<file path="src/rtl/regfile_wb_arbiter_if.sv">
// Bundle of write-back requests, scoreboard check/issue signals and register-file
// write outputs around the write-back arbiter.
interface regfile_wb_arbiter_if #(
   parameter int NREGS = 16,
   parameter int RW    = 4,
   parameter int DW    = 32
);
   logic             alu_valid;
   logic [RW-1:0]    alu_reg;
   logic [DW-1:0]    alu_data;
   logic             alu_ready;

   logic             mem_valid;
   logic [RW-1:0]    mem_reg;
   logic [DW-1:0]    mem_data;
   logic             mem_ready;

   logic             issue_en;
   logic [RW-1:0]    issue_reg;

   logic             chk_enA;
   logic [RW-1:0]    chk_regA;
   logic             chk_enB;
   logic [RW-1:0]    chk_regB;
   logic             stall;

   logic             rf_write_en;
   logic [RW-1:0]    rf_write_reg;
   logic [DW-1:0]    rf_write_data;
   logic [NREGS-1:0] busy_mask;
   logic             err;

   modport master (
      output alu_valid, alu_reg, alu_data,
      output mem_valid, mem_reg, mem_data,
      output issue_en, issue_reg,
      output chk_enA, chk_regA, chk_enB, chk_regB,
      input  alu_ready, mem_ready, stall,
      input  rf_write_en, rf_write_reg, rf_write_data, busy_mask, err
   );

   modport slave (
      input  alu_valid, alu_reg, alu_data,
      input  mem_valid, mem_reg, mem_data,
      input  issue_en, issue_reg,
      input  chk_enA, chk_regA, chk_enB, chk_regB,
      output alu_ready, mem_ready, stall,
      output rf_write_en, rf_write_reg, rf_write_data, busy_mask, err
   );
endinterface

</file>
<file path="src/rtl/regfile_wb_arbiter.sv">
// Round-robin ALU/MEM arbiter for the single register-file write port, with a
// busy-register scoreboard that stalls decode on pending destinations.
module regfile_wb_arbiter #(
   parameter int NREGS = 16,
   parameter int RW    = 4,
   parameter int DW    = 32
) (
   input logic                clk,
   input logic                reset,
   regfile_wb_arbiter_if.slave bus
);
   logic             last_mem_reg;
   logic             wen_reg;
   logic [RW-1:0]    wreg_reg;
   logic [DW-1:0]    wdata_reg;
   logic [NREGS-1:0] busy_reg;
   logic [NREGS-1:0] busy_next;
   logic             err_reg;
   logic             err_next;

   logic             alu_grant;
   logic             mem_grant;
   logic             xfer;
   logic [RW-1:0]    xfer_dst;
   logic [DW-1:0]    xfer_data;
   logic             commit_hit;

   // On contention the requester that did not win last time gets the port.
   assign alu_grant = bus.alu_valid & (~bus.mem_valid | last_mem_reg);
   assign mem_grant = bus.mem_valid & (~bus.alu_valid | ~last_mem_reg);
   assign xfer      = alu_grant | mem_grant;
   assign xfer_dst  = alu_grant ? bus.alu_reg  : bus.mem_reg;
   assign xfer_data = alu_grant ? bus.alu_data : bus.mem_data;

   // A register freed by this edge's commit may be re-issued without error.
   assign commit_hit = wen_reg & (wreg_reg == bus.issue_reg);
   assign err_next   = err_reg
                     | (bus.issue_en & busy_reg[bus.issue_reg] & ~commit_hit)
                     | (xfer & ~busy_reg[xfer_dst]);

   genvar gi;
   generate
      for (gi = 0; gi < NREGS; gi++) begin : g_busy
         logic set_hit;
         logic clr_hit;
         assign set_hit = bus.issue_en & (bus.issue_reg == RW'(gi));
         assign clr_hit = wen_reg & (wreg_reg == RW'(gi));
         // Set dominates so a same-edge re-issue keeps the register busy.
         assign busy_next[gi] = set_hit ? 1'b1 : (clr_hit ? 1'b0 : busy_reg[gi]);
      end
   endgenerate

   always_ff @(posedge clk or negedge reset) begin
      if (!reset) begin
         last_mem_reg <= 1'b1;
         wen_reg      <= 1'b0;
         wreg_reg     <= '0;
         wdata_reg    <= '0;
         busy_reg     <= '0;
         err_reg      <= 1'b0;
      end else begin
         if (xfer) begin
            last_mem_reg <= mem_grant;
            wreg_reg     <= xfer_dst;
            wdata_reg    <= xfer_data;
         end
         wen_reg  <= xfer;
         busy_reg <= busy_next;
         err_reg  <= err_next;
      end
   end

   assign bus.alu_ready     = alu_grant;
   assign bus.mem_ready     = mem_grant;
   assign bus.stall         = (bus.chk_enA & busy_reg[bus.chk_regA])
                            | (bus.chk_enB & busy_reg[bus.chk_regB]);
   assign bus.rf_write_en   = wen_reg;
   assign bus.rf_write_reg  = wreg_reg;
   assign bus.rf_write_data = wdata_reg;
   assign bus.busy_mask     = busy_reg;
   assign bus.err           = err_reg;
endmodule

</file>
<file path="src/flat_wrapper.sv">
// flat-port wrapper written by rule: the top's interface ports become plain ports
module regfile_wb_arbiter_flat 
#(
   parameter int NREGS = 16,
   parameter int RW    = 4,
   parameter int DW    = 32
)
  (clk, reset, bus_alu_valid, bus_alu_reg, bus_alu_data, bus_mem_valid, bus_mem_reg, bus_mem_data, bus_issue_en, bus_issue_reg, bus_chk_enA, bus_chk_regA, bus_chk_enB, bus_chk_regB, bus_alu_ready, bus_mem_ready, bus_stall, bus_rf_write_en, bus_rf_write_reg, bus_rf_write_data, bus_busy_mask, bus_err);
  regfile_wb_arbiter_if #(.NREGS(NREGS), .RW(RW), .DW(DW)) bus_i ();
  input logic clk;
  input logic reset;
  input wire logic [$bits(bus_i.alu_valid)-1:0] bus_alu_valid;
  input wire logic [$bits(bus_i.alu_reg)-1:0] bus_alu_reg;
  input wire logic [$bits(bus_i.alu_data)-1:0] bus_alu_data;
  input wire logic [$bits(bus_i.mem_valid)-1:0] bus_mem_valid;
  input wire logic [$bits(bus_i.mem_reg)-1:0] bus_mem_reg;
  input wire logic [$bits(bus_i.mem_data)-1:0] bus_mem_data;
  input wire logic [$bits(bus_i.issue_en)-1:0] bus_issue_en;
  input wire logic [$bits(bus_i.issue_reg)-1:0] bus_issue_reg;
  input wire logic [$bits(bus_i.chk_enA)-1:0] bus_chk_enA;
  input wire logic [$bits(bus_i.chk_regA)-1:0] bus_chk_regA;
  input wire logic [$bits(bus_i.chk_enB)-1:0] bus_chk_enB;
  input wire logic [$bits(bus_i.chk_regB)-1:0] bus_chk_regB;
  output wire logic [$bits(bus_i.alu_ready)-1:0] bus_alu_ready;
  output wire logic [$bits(bus_i.mem_ready)-1:0] bus_mem_ready;
  output wire logic [$bits(bus_i.stall)-1:0] bus_stall;
  output wire logic [$bits(bus_i.rf_write_en)-1:0] bus_rf_write_en;
  output wire logic [$bits(bus_i.rf_write_reg)-1:0] bus_rf_write_reg;
  output wire logic [$bits(bus_i.rf_write_data)-1:0] bus_rf_write_data;
  output wire logic [$bits(bus_i.busy_mask)-1:0] bus_busy_mask;
  output wire logic [$bits(bus_i.err)-1:0] bus_err;
  assign bus_i.alu_valid = bus_alu_valid;
  assign bus_i.alu_reg = bus_alu_reg;
  assign bus_i.alu_data = bus_alu_data;
  assign bus_i.mem_valid = bus_mem_valid;
  assign bus_i.mem_reg = bus_mem_reg;
  assign bus_i.mem_data = bus_mem_data;
  assign bus_i.issue_en = bus_issue_en;
  assign bus_i.issue_reg = bus_issue_reg;
  assign bus_i.chk_enA = bus_chk_enA;
  assign bus_i.chk_regA = bus_chk_regA;
  assign bus_i.chk_enB = bus_chk_enB;
  assign bus_i.chk_regB = bus_chk_regB;
  assign bus_alu_ready = bus_i.alu_ready;
  assign bus_mem_ready = bus_i.mem_ready;
  assign bus_stall = bus_i.stall;
  assign bus_rf_write_en = bus_i.rf_write_en;
  assign bus_rf_write_reg = bus_i.rf_write_reg;
  assign bus_rf_write_data = bus_i.rf_write_data;
  assign bus_busy_mask = bus_i.busy_mask;
  assign bus_err = bus_i.err;
  regfile_wb_arbiter #(.NREGS(NREGS), .RW(RW), .DW(DW)) u_core (.clk(clk), .reset(reset), .bus(bus_i));
endmodule
</file>
<file path="config.mk">
export PLATFORM = sky130hd
export DESIGN_NAME = regfile_wb_arbiter_flat
export DESIGN_NICKNAME = d
export VERILOG_FILES = /design/src/rtl/regfile_wb_arbiter_if.sv /design/src/rtl/regfile_wb_arbiter.sv /design/src/flat_wrapper.sv
export SDC_FILE = /design/constraint.sdc
export NUM_CORES = 1
export LEC_CHECK = 0
export BUFFER_PORTS_ARGS = -buffer_cell sky130_fd_sc_hd__buf_2
export CORE_UTILIZATION = 49
export CTS_CLUSTER_SIZE = 24
export DETAILED_ROUTE_END_ITERATION = 16
export PLACE_DENSITY_LB_ADDON = 0.05
export RECOVER_POWER = 25
export SLEW_MARGIN = 20
export SYNTH_ARGS = -nofsm -noshare
export SYNTH_HDL_FRONTEND = slang
export SYNTH_SLANG_ARGS = --single-unit
</file>
<file path="constraint.sdc">
create_clock -name clk -period 6.1 [get_ports clk]
set_clock_uncertainty 0.2 [all_clocks]
set_input_delay 0.305 -clock clk [delete_from_list [all_inputs] [get_ports clk]]
set_output_delay 0.305 -clock clk [all_outputs]
set_load 0.005 [all_outputs]
</file>
Word-level counts from Yosys, hierarchy flattened:

Cells that the tools add are included.

* order comparisons: 4
* equality and inequality tests: 31
* muxes and demuxes: 42
* bitwise logic cells: 51
* reduce and logical (&&, ||, !) cells: 18

Operators with widths (number)
* equality test 4 bit, second input constant: 16
* AND 1 bit: 40
* 2-to-1 mux 1 bit: 36
* equality test 4 x 3 -> 1 bit, second input constant: 8
* 2-to-1 mux 32 bit: 1
* nonzero test 2 bit: 16
* less-than comparator 4 x 5 -> 1 bit, second input constant: 4
* binary-select mux 1 bit (select 4 bit): 4
* equality test 4 x 2 -> 1 bit, second input constant: 4
* equality test 4 x 1 -> 1 bit, second input constant: 2
* zero test 4 bit: 2
* bitwise OR 1 bit: 6
* NOT 1 bit: 5
* equality test 4 bit: 1
* 2-to-1 mux 4 bit: 1

* flip-flop bits (word level): 55
* output and inout bits: 57
* word-level logic and storage cells: 167

Depth between registers and ports, before layout:

Gate-level depths: netlist of run 1.

* depth after elaboration: 9
* mapped depth: 7
* gate-level depth less buffers: 7

Worst setup path after synthesis of run 1:

Ideal clock, no wire load.

* path type: in2reg
* start point: in bus_issue_reg[0]
* end point: reg u_core.err_reg, in the netlist u_core.bus.err
* library setup time: 120 ps
* arrival: 1796 ps
* required time: 5780 ps
* setup slack: 3984 ps
* stages on the path: 5
* path buffers: 1
* cell sequence: buf_6 mux4_1 mux4_2 a31o_1 a41o_1

* word-level cells in the longest chain between the ends: 6

RTL lines
* start, declared: RTL line flat_wrapper.sv:19 `input wire logic [$bits(bus_i.issue_reg)-1:0] bus_issue_reg;`
* binary-select mux 1 bit (select 4 bit) / equality test 4 bit (equally long branches): RTL line regfile_wb_arbiter.sv:38, regfile_wb_arbiter.sv:36
* 2-to-1 mux 1 bit (not written as such) / AND 1 bit (equally long branches): RTL line regfile_wb_arbiter.sv:38, regfile_wb_arbiter.sv:36
* AND 1 bit / NOT 1 bit (equally long branches): RTL line regfile_wb_arbiter.sv:38 `| (bus.issue_en & busy_reg[bus.issue_reg] & ~commit_hit)`
* AND 1 bit (*): RTL line regfile_wb_arbiter.sv:38
* bitwise OR 1 bit (*): RTL line regfile_wb_arbiter.sv:38
* bitwise OR 1 bit (*): RTL line regfile_wb_arbiter.sv:39 `| (xfer & ~busy_reg[xfer_dst]);`
* net u_core.err_next: RTL line regfile_wb_arbiter.sv:19 `logic err_next;`
* end signal, assigned: RTL line regfile_wb_arbiter.sv:69 `err_reg <= err_next;`
* end, declared: RTL line regfile_wb_arbiter.sv:18 `logic err_reg;`

The timed path passes the listed nets; every way through them passes the cells marked *. The select of a mux whose other input is x is not followed.
A chain may end at the register's enable or synchronous reset.

==> impl_metrics.ini, run 1 <==
[timing]
hold_violations = 0
rsz0062_at_grt = false
max_slew.worst_pin.slew_ns = 2.85
post-route-period-util_pct = 55.0
min_period_ns = 3.35
timing.fmax_mhz = 298
finalSetupTns_ns = 0
relSlewSlack_pct = -90.3
setup_violations = 0
drv_slew = 98

[route]
vias_per_cell = 5.86
wl_per_cell_um = 16.3
drt_iter0_drc = 259
firstDrtPassIters = 5
drt_wl_total_um = 8410
drc = 0
num_vias = 3029
detail-route-antenna-nets = 0

[global_route]
antenna_found_initial = 0
grt_start_max_net_pins = 56
grt_pass1_vias = 2902
grt_first_pass_wirelength_um = 13500
grt_usage_pct = 28.2
gr-total-overflow = 0

[critical_path]
required_ns = 5.71
r2r-end = u_core.bus.err
path_max_fanout = 55
critical_path_class = in2async
reg2regPathDepth = 7
worst_setup_path_start_kind = input pin
crit_arrival_ns = 2.96
endpoint_kind = asynchronous set/reset pin
crit-reg2reg-launch = u_core.last_mem_reg
rrSetupSlack_ns = 3.57

[run_status]
violations = max-capacitance violations, max-slew violations
status = finished with violations

[power_and_ir_drop]
leakage_nw = 1.75
switching_power_w = 0.000381
intPower_w = 0.000718
ir_worst_vdd_uv = 150
seqPwrFrac_pct = 49.5
power.density_nw_per_um2 = 289
p_comb_share_pct = 32.8
netSwitchingFraction_pct = 34.6
clkPwrFrac_pct = 17.7

[layout]
fin_area_um2 = 3810
largest_reg_flops = 32
drive_above_1_share_pct = 38.2
n_fill_cell = 493
fin_nets = 535
syn_to_final_growth_pct = 29.3
diodes = 0

[die]
die_w_um = 79.5
initial_core_util_pct = 52.2
die_y_um = 79.5
pin_count = 148
die_area_um2 = 6320
coreArea_um2 = 5640
rows = 27

[min_path]
min_path_type = in2reg
hold_path_end = u_core.bus.rf_write_data[23]
holdPathStages = 3
hp-start = bus_alu_data[23]

[placed_design]
port_buffers = 147
dp_hpwl_um = 6140
placed_cell_area_um2 = 3720
globalplace.congestion = 0.891

[cts]
htreeDepth = 2
clock_latency_ns = 0.30
worst_setup_hold_path_clk_slew_ns = 0.10
cts.path.max_buffers = 2
clockRootBuffer = clkbuf_8
cts-buffers-inserted = 5
cts_tree = yes
cts.sinks = 55

[yosys]
synth_xor_area_share_pct = 1.19
ys_ff_latch = 55
synth_fp_nets = 392
ys_warn_count = 0
synth_top_area_cell = dfrtp_1
synth_top_family_by_area = compound AO/OA/AOI/OAI gates
synthMuxAreaShare_pct = 13.4
syn_area_um2 = 2940
synth_compound_area_share_pct = 18.6
ys_types = 39
ys.flop_type = dfrtp_1
synth_top_area_share_pct = 45.9
post_synth.cell_area_avg_um2 = 9.78
synthTopCellsByArea = dfrtp_1, mux4_2, nor2_1
synthArstFlopShare_pct = 100
synth_edf_count = 0
synth-adder-area-share_pct = 0
yosysSeqAreaShare_pct = 46.8
synthCells = 301
yosys.area_share.simple_pct = 17.5

[run]
maxCapViolCount = 2
## per-stage QoR
step	util, %	hold slack (ns)	worst slack [ns]	total power [W]	instances
floorplan	-	-0.191	3.98	0.000716	301
global placement	66.0	0.274	3.27	0.000896	508
detailed placement	66.0	0.283	3.61	0.000905	508
CTS	67.7	0.00955	3.51	0.00111	517
global route	67.5	0.0180	2.08	0.00117	517
finish	67.5	0.0224	2.75	0.00110	517
## layout make-up
| cell class | count | area, um2 | area share, % |
|---|---|---|---|
| multi-input cells | 228 | 1490 | 39.2 |
| flip-flops and latches | 55 | 1380 | 36.2 |
| inverters | 4 | 15.0 | 0.394 |
| well taps | 72 | 90.1 | 2.37 |
| clock buffers | 6 | 72.6 | 1.91 |
| repair buffers | 150 | 747 | 19.6 |
| clock inverters | 2 | 12.5 | 0.329 |
## how the worst max path moves through the flow
stage	start	to	slack [ns]	depth (start not counted)
floorplan	bus_issue_reg[0]	u_core.bus.err	3.98	5
global placement	u_core.last_mem_reg	u_core.bus.err	3.27	7
detailed placement	u_core.last_mem_reg	u_core.bus.err	3.61	7
CTS	u_core.bus.busy_mask[8]	bus_stall	3.51	4
global route	reset	u_core.bus.busy_mask[15]	2.08	3
finish	reset	u_core.bus.busy_mask[15]	2.75	3
## logic make-up after synthesis
logic type,after synthesis
compound gates,90
xor+xnor,4
buf+inv,18
flops,55
mux,19
simple gates,115
## worst max-delay path, stage by stage
cell and delay (ns):
dlygate4sd3_1 0.52, buf_2 0.09, clkbuf_1 2.00
## synth_stat cells (2+ instances only)
master / number
xor2_1: 3
nand3_1: 11
o22ai_1: 31
dfrtp_1: 54
mux4_2: 12
inv_1: 4
nand3b_1: 4
o221ai_1: 2
nand2_1: 12
nor3_1: 2
o21ai_0: 36
a211oi_1: 4
nand2b_1: 6
nor2_1: 69
or2_2: 3
a21oi_1: 4
mux4_1: 3
mux2_2: 3
clkbuf_1: 9
a31oi_1: 4
buf_1: 3
or3b_2: 2
and3_1: 3
a21bo_2: 2
## layer usage
layer  GRT usage (%)  vias up  part of all wire [%]
met4            12.5        0                   2.7
met2            43.3      198                    46
met3            6.97       25                   9.7
met5               0        -                     0
li1                -     1399                     -
met1            37.9     1407                    42
## cell usage in the layout (no fill, tap or decap), drive strengths merged, types with 2 or more instances in the layout
master | netlist | layout
or3b | 2 | 2
nor2 | 69 | 69
nand2 | 12 | 12
a21bo | 2 | 2
xor2 | 3 | 3
nand3 | 11 | 11
or2 | 3 | 3
o221ai | 2 | 2
mux4 | 15 | 15
buf | 5 | 141
a211oi | 4 | 4
clkbuf | 9 | 14
inv | 4 | 4
nand2b | 6 | 6
mux2 | 3 | 3
a31oi | 4 | 4
o21ai | 37 | 37
a21oi | 4 | 4
nand3b | 4 | 4
nor3 | 2 | 2
dfrtp | 54 | 54
o22ai | 31 | 31
and3 | 3 | 3
## repair_timing
item / in CTS / in global routing
endpoints found under the hold margin: 54 / 0
hold buffers: 1 / 0
resized for setup: 0 / 0
setup buffers: 0 / 0
endpoints found under the setup margin: 0 / 0
## power by group through the flow
stage	logic (W)	registers (W)	clock network, W
2_1_floorplan	0.000201	0.000514	0
3_3_place_gp	0.000352	0.000543	0
3_5_place_dp	0.000362	0.000543	0
4_1_cts	0.000364	0.000537	0.000205
5_1_grt	0.000402	0.000551	0.000218
6_report	0.000360	0.000544	0.000195
Power figures use the tool's default switching activity.
==> inputs of run 2 (changes only) <==
- CORE_UTILIZATION: 49 -> 41
- clock period: 6.1 -> 2.8 ns (I/O delays scaled with it)
==> impl_metrics.ini, run 2 (synthesis results as in run 1) <==
[run_status]
status = finished with violations
violations = max-capacitance violations, max-slew violations

[route]
num_vias = 3272
drt_wl_total_um = 9460
firstDrtPassIters = 4
vias_per_cell = 5.36
drt_iter0_drc = 185
highest_layer = met4
detail-route-antenna-nets = 0
drc = 0
dr_wl_met2_um = 4580
wl_met3_um = 755
wl_per_cell_um = 15.5
wl_met1_um = 3780

[timing]
setup_violations = 0
finalSetupTns_ns = 0
timing.hold.ws_ns = 0.00225
relSlewSlack_pct = -19.8
drv_slew = 31
min_period_ns = 2.49
hold_violations = 0
timing.fmax_mhz = 401
post-route-period-util_pct = 89.0
max_slew.worst_pin.slew_ns = 1.80
layout_setup_ws_ns = 0.309
rsz0062_at_grt = false

[critical_path]
reg2regPathDepth = 6
endpoint_kind = flip-flop
critical_path_class = reg2reg
crit-reg2reg-launch = u_core.last_mem_reg
startpoint = u_core.last_mem_reg
critical_path.max_stage_delay_ns = 0.58
path_max_fanout = 18
r2r-end = u_core.bus.rf_write_data[3]
endpoint = u_core.bus.rf_write_data[3]
worst_setup_path_start_kind = flip-flop
crit_arrival_ns = 2.54
critical_path.cell_chain = nand2_1, nand2_1, buf_4, o22ai_1, nor2_1, dlygate4sd3_1
rrSetupSlack_ns = 0.31
required_ns = 2.85
crit_path_top_delay_cell = dfstp_1
path_common_cell = nand2_1

[layout]
drive_above_1_share_pct = 32.5
diodes = 0
mostFrequentLayoutCells = buf_2, nor2_1, dlygate4sd3_1, dfrtp_1, o21ai_0
fin_nets = 604
syn_to_final_growth_pct = 54.9
n_fill_cell = 606
layout_commonest_cell = buf_2
stdcell_count = 610
fin_util_pct = 66.4
largest_reg_flops = 32

[cts]
cts_resized = 0
cts-buffers-inserted = 5
htreeDepth = 2
clock_latency_ns = 0.31
cts.sinks = 55
cts_tree = yes
cts.path.max_buffers = 2
clockRootBuffer = clkbuf_8
worst_setup_hold_path_clk_slew_ns = 0.10

[placed_design]
dpl.cell_count = 533
dp_hpwl_um = 6440
globalplace.congestion = 0.918
place_ws_ns = 0.524
port_buffers = 147

[power_and_ir_drop]
leakage_nw = 2.03
ir_worst_vdd_uv = 283
intPower_w = 0.00177
clkPwrFrac_pct = 20.4
switching_power_w = 0.000836
netSwitchingFraction_pct = 32.1
power.density_nw_per_um2 = 571
p_comb_share_pct = 35.1
seqPwrFrac_pct = 44.5

[global_route]
gr-total-overflow = 0
grt_pass1_vias = 3127
grt_start_max_net_pins = 42
grt_first_pass_wirelength_um = 15000
grt_usage_pct = 25.8
antenna_found_initial = 0

[die]
die_area_um2 = 7520
die_y_um = 86.7
coreArea_um2 = 6870
initial_core_util_pct = 42.8
pin_count = 148
rows = 30
die_w_um = 86.7

[run]
maxCapViolCount = 1

[min_path]
min_path_type = in2reg
## run 2: worst max-delay path, delay by kind of cell, from the launching register on
kind	cells	cell delay, ns
flip-flops	1	0.58
AND/OR/NAND/NOR	3	0.63
buffers and inverters	2	0.89
AO/OA/AOI/OAI	1	0.12
## run 2: power by group through the flow
stage,clock network [W],registers (W),logic [W]
final,0.000531,0.00116,0.000915
after global routing,0.000579,0.00118,0.00100
after CTS,0.000547,0.00115,0.000920
after detailed placement,0,0.00117,0.000797
after global placement,0,0.00116,0.000789
after floorplan,0,0.00112,0.000438
## run 2: cell type report
class	count	area, um2	area share [%]
Multi-Input combinational cell	228	1490	32.7
Timing Repair Buffer	219	1450	31.7
Sequential cell	55	1380	30.2
Tap cell	96	120	2.63
Clock buffer	6	72.6	1.59
Clock inverter	2	38.8	0.851
Inverter	4	15.0	0.329
## run 2: repair_timing
| action | in CTS | in global routing |
|---|---|---|
| hold endpoints to repair | 64 | 0 |
| buffers inserted | 0 | 0 |
| hold buffers | 69 | 0 |
## run 2: worst min-delay path by stage
stage | startpoint | to | slack (ns) | depth (start not counted)
floorplan | reset | u_core.bus.busy_mask[0] | -0.36 | 0
global placement | reset | u_core.bus.rf_write_data[16] | 0.04 | 1
detailed placement | reset | u_core.bus.rf_write_data[16] | 0.05 | 1
CTS | bus_mem_reg[0] | u_core.bus.rf_write_reg[0] | 0.006 | 3
global route | bus_issue_reg[2] | u_core.bus.busy_mask[14] | 0.02 | 3
finish | bus_mem_reg[0] | u_core.bus.rf_write_reg[0] | 0.002 | 3
## run 2: per-stage QoR
step | cell area (um2) | total power (W)
6_report | 4560 | 0.00260
4_1_cts | 4570 | 0.00262
2_1_floorplan | 2940 | 0.00156
3_3_place_gp | 3770 | 0.00195
5_1_grt | 4560 | 0.00277
3_5_place_dp | 3770 | 0.00196
## run 2: per-layer routing
layer,vias to the layer above,global-route usage [%]
li1,1539,-
met1,1542,31.6
met2,163,44.7
met3,28,5.43
met4,0,10.5
met5,-,0
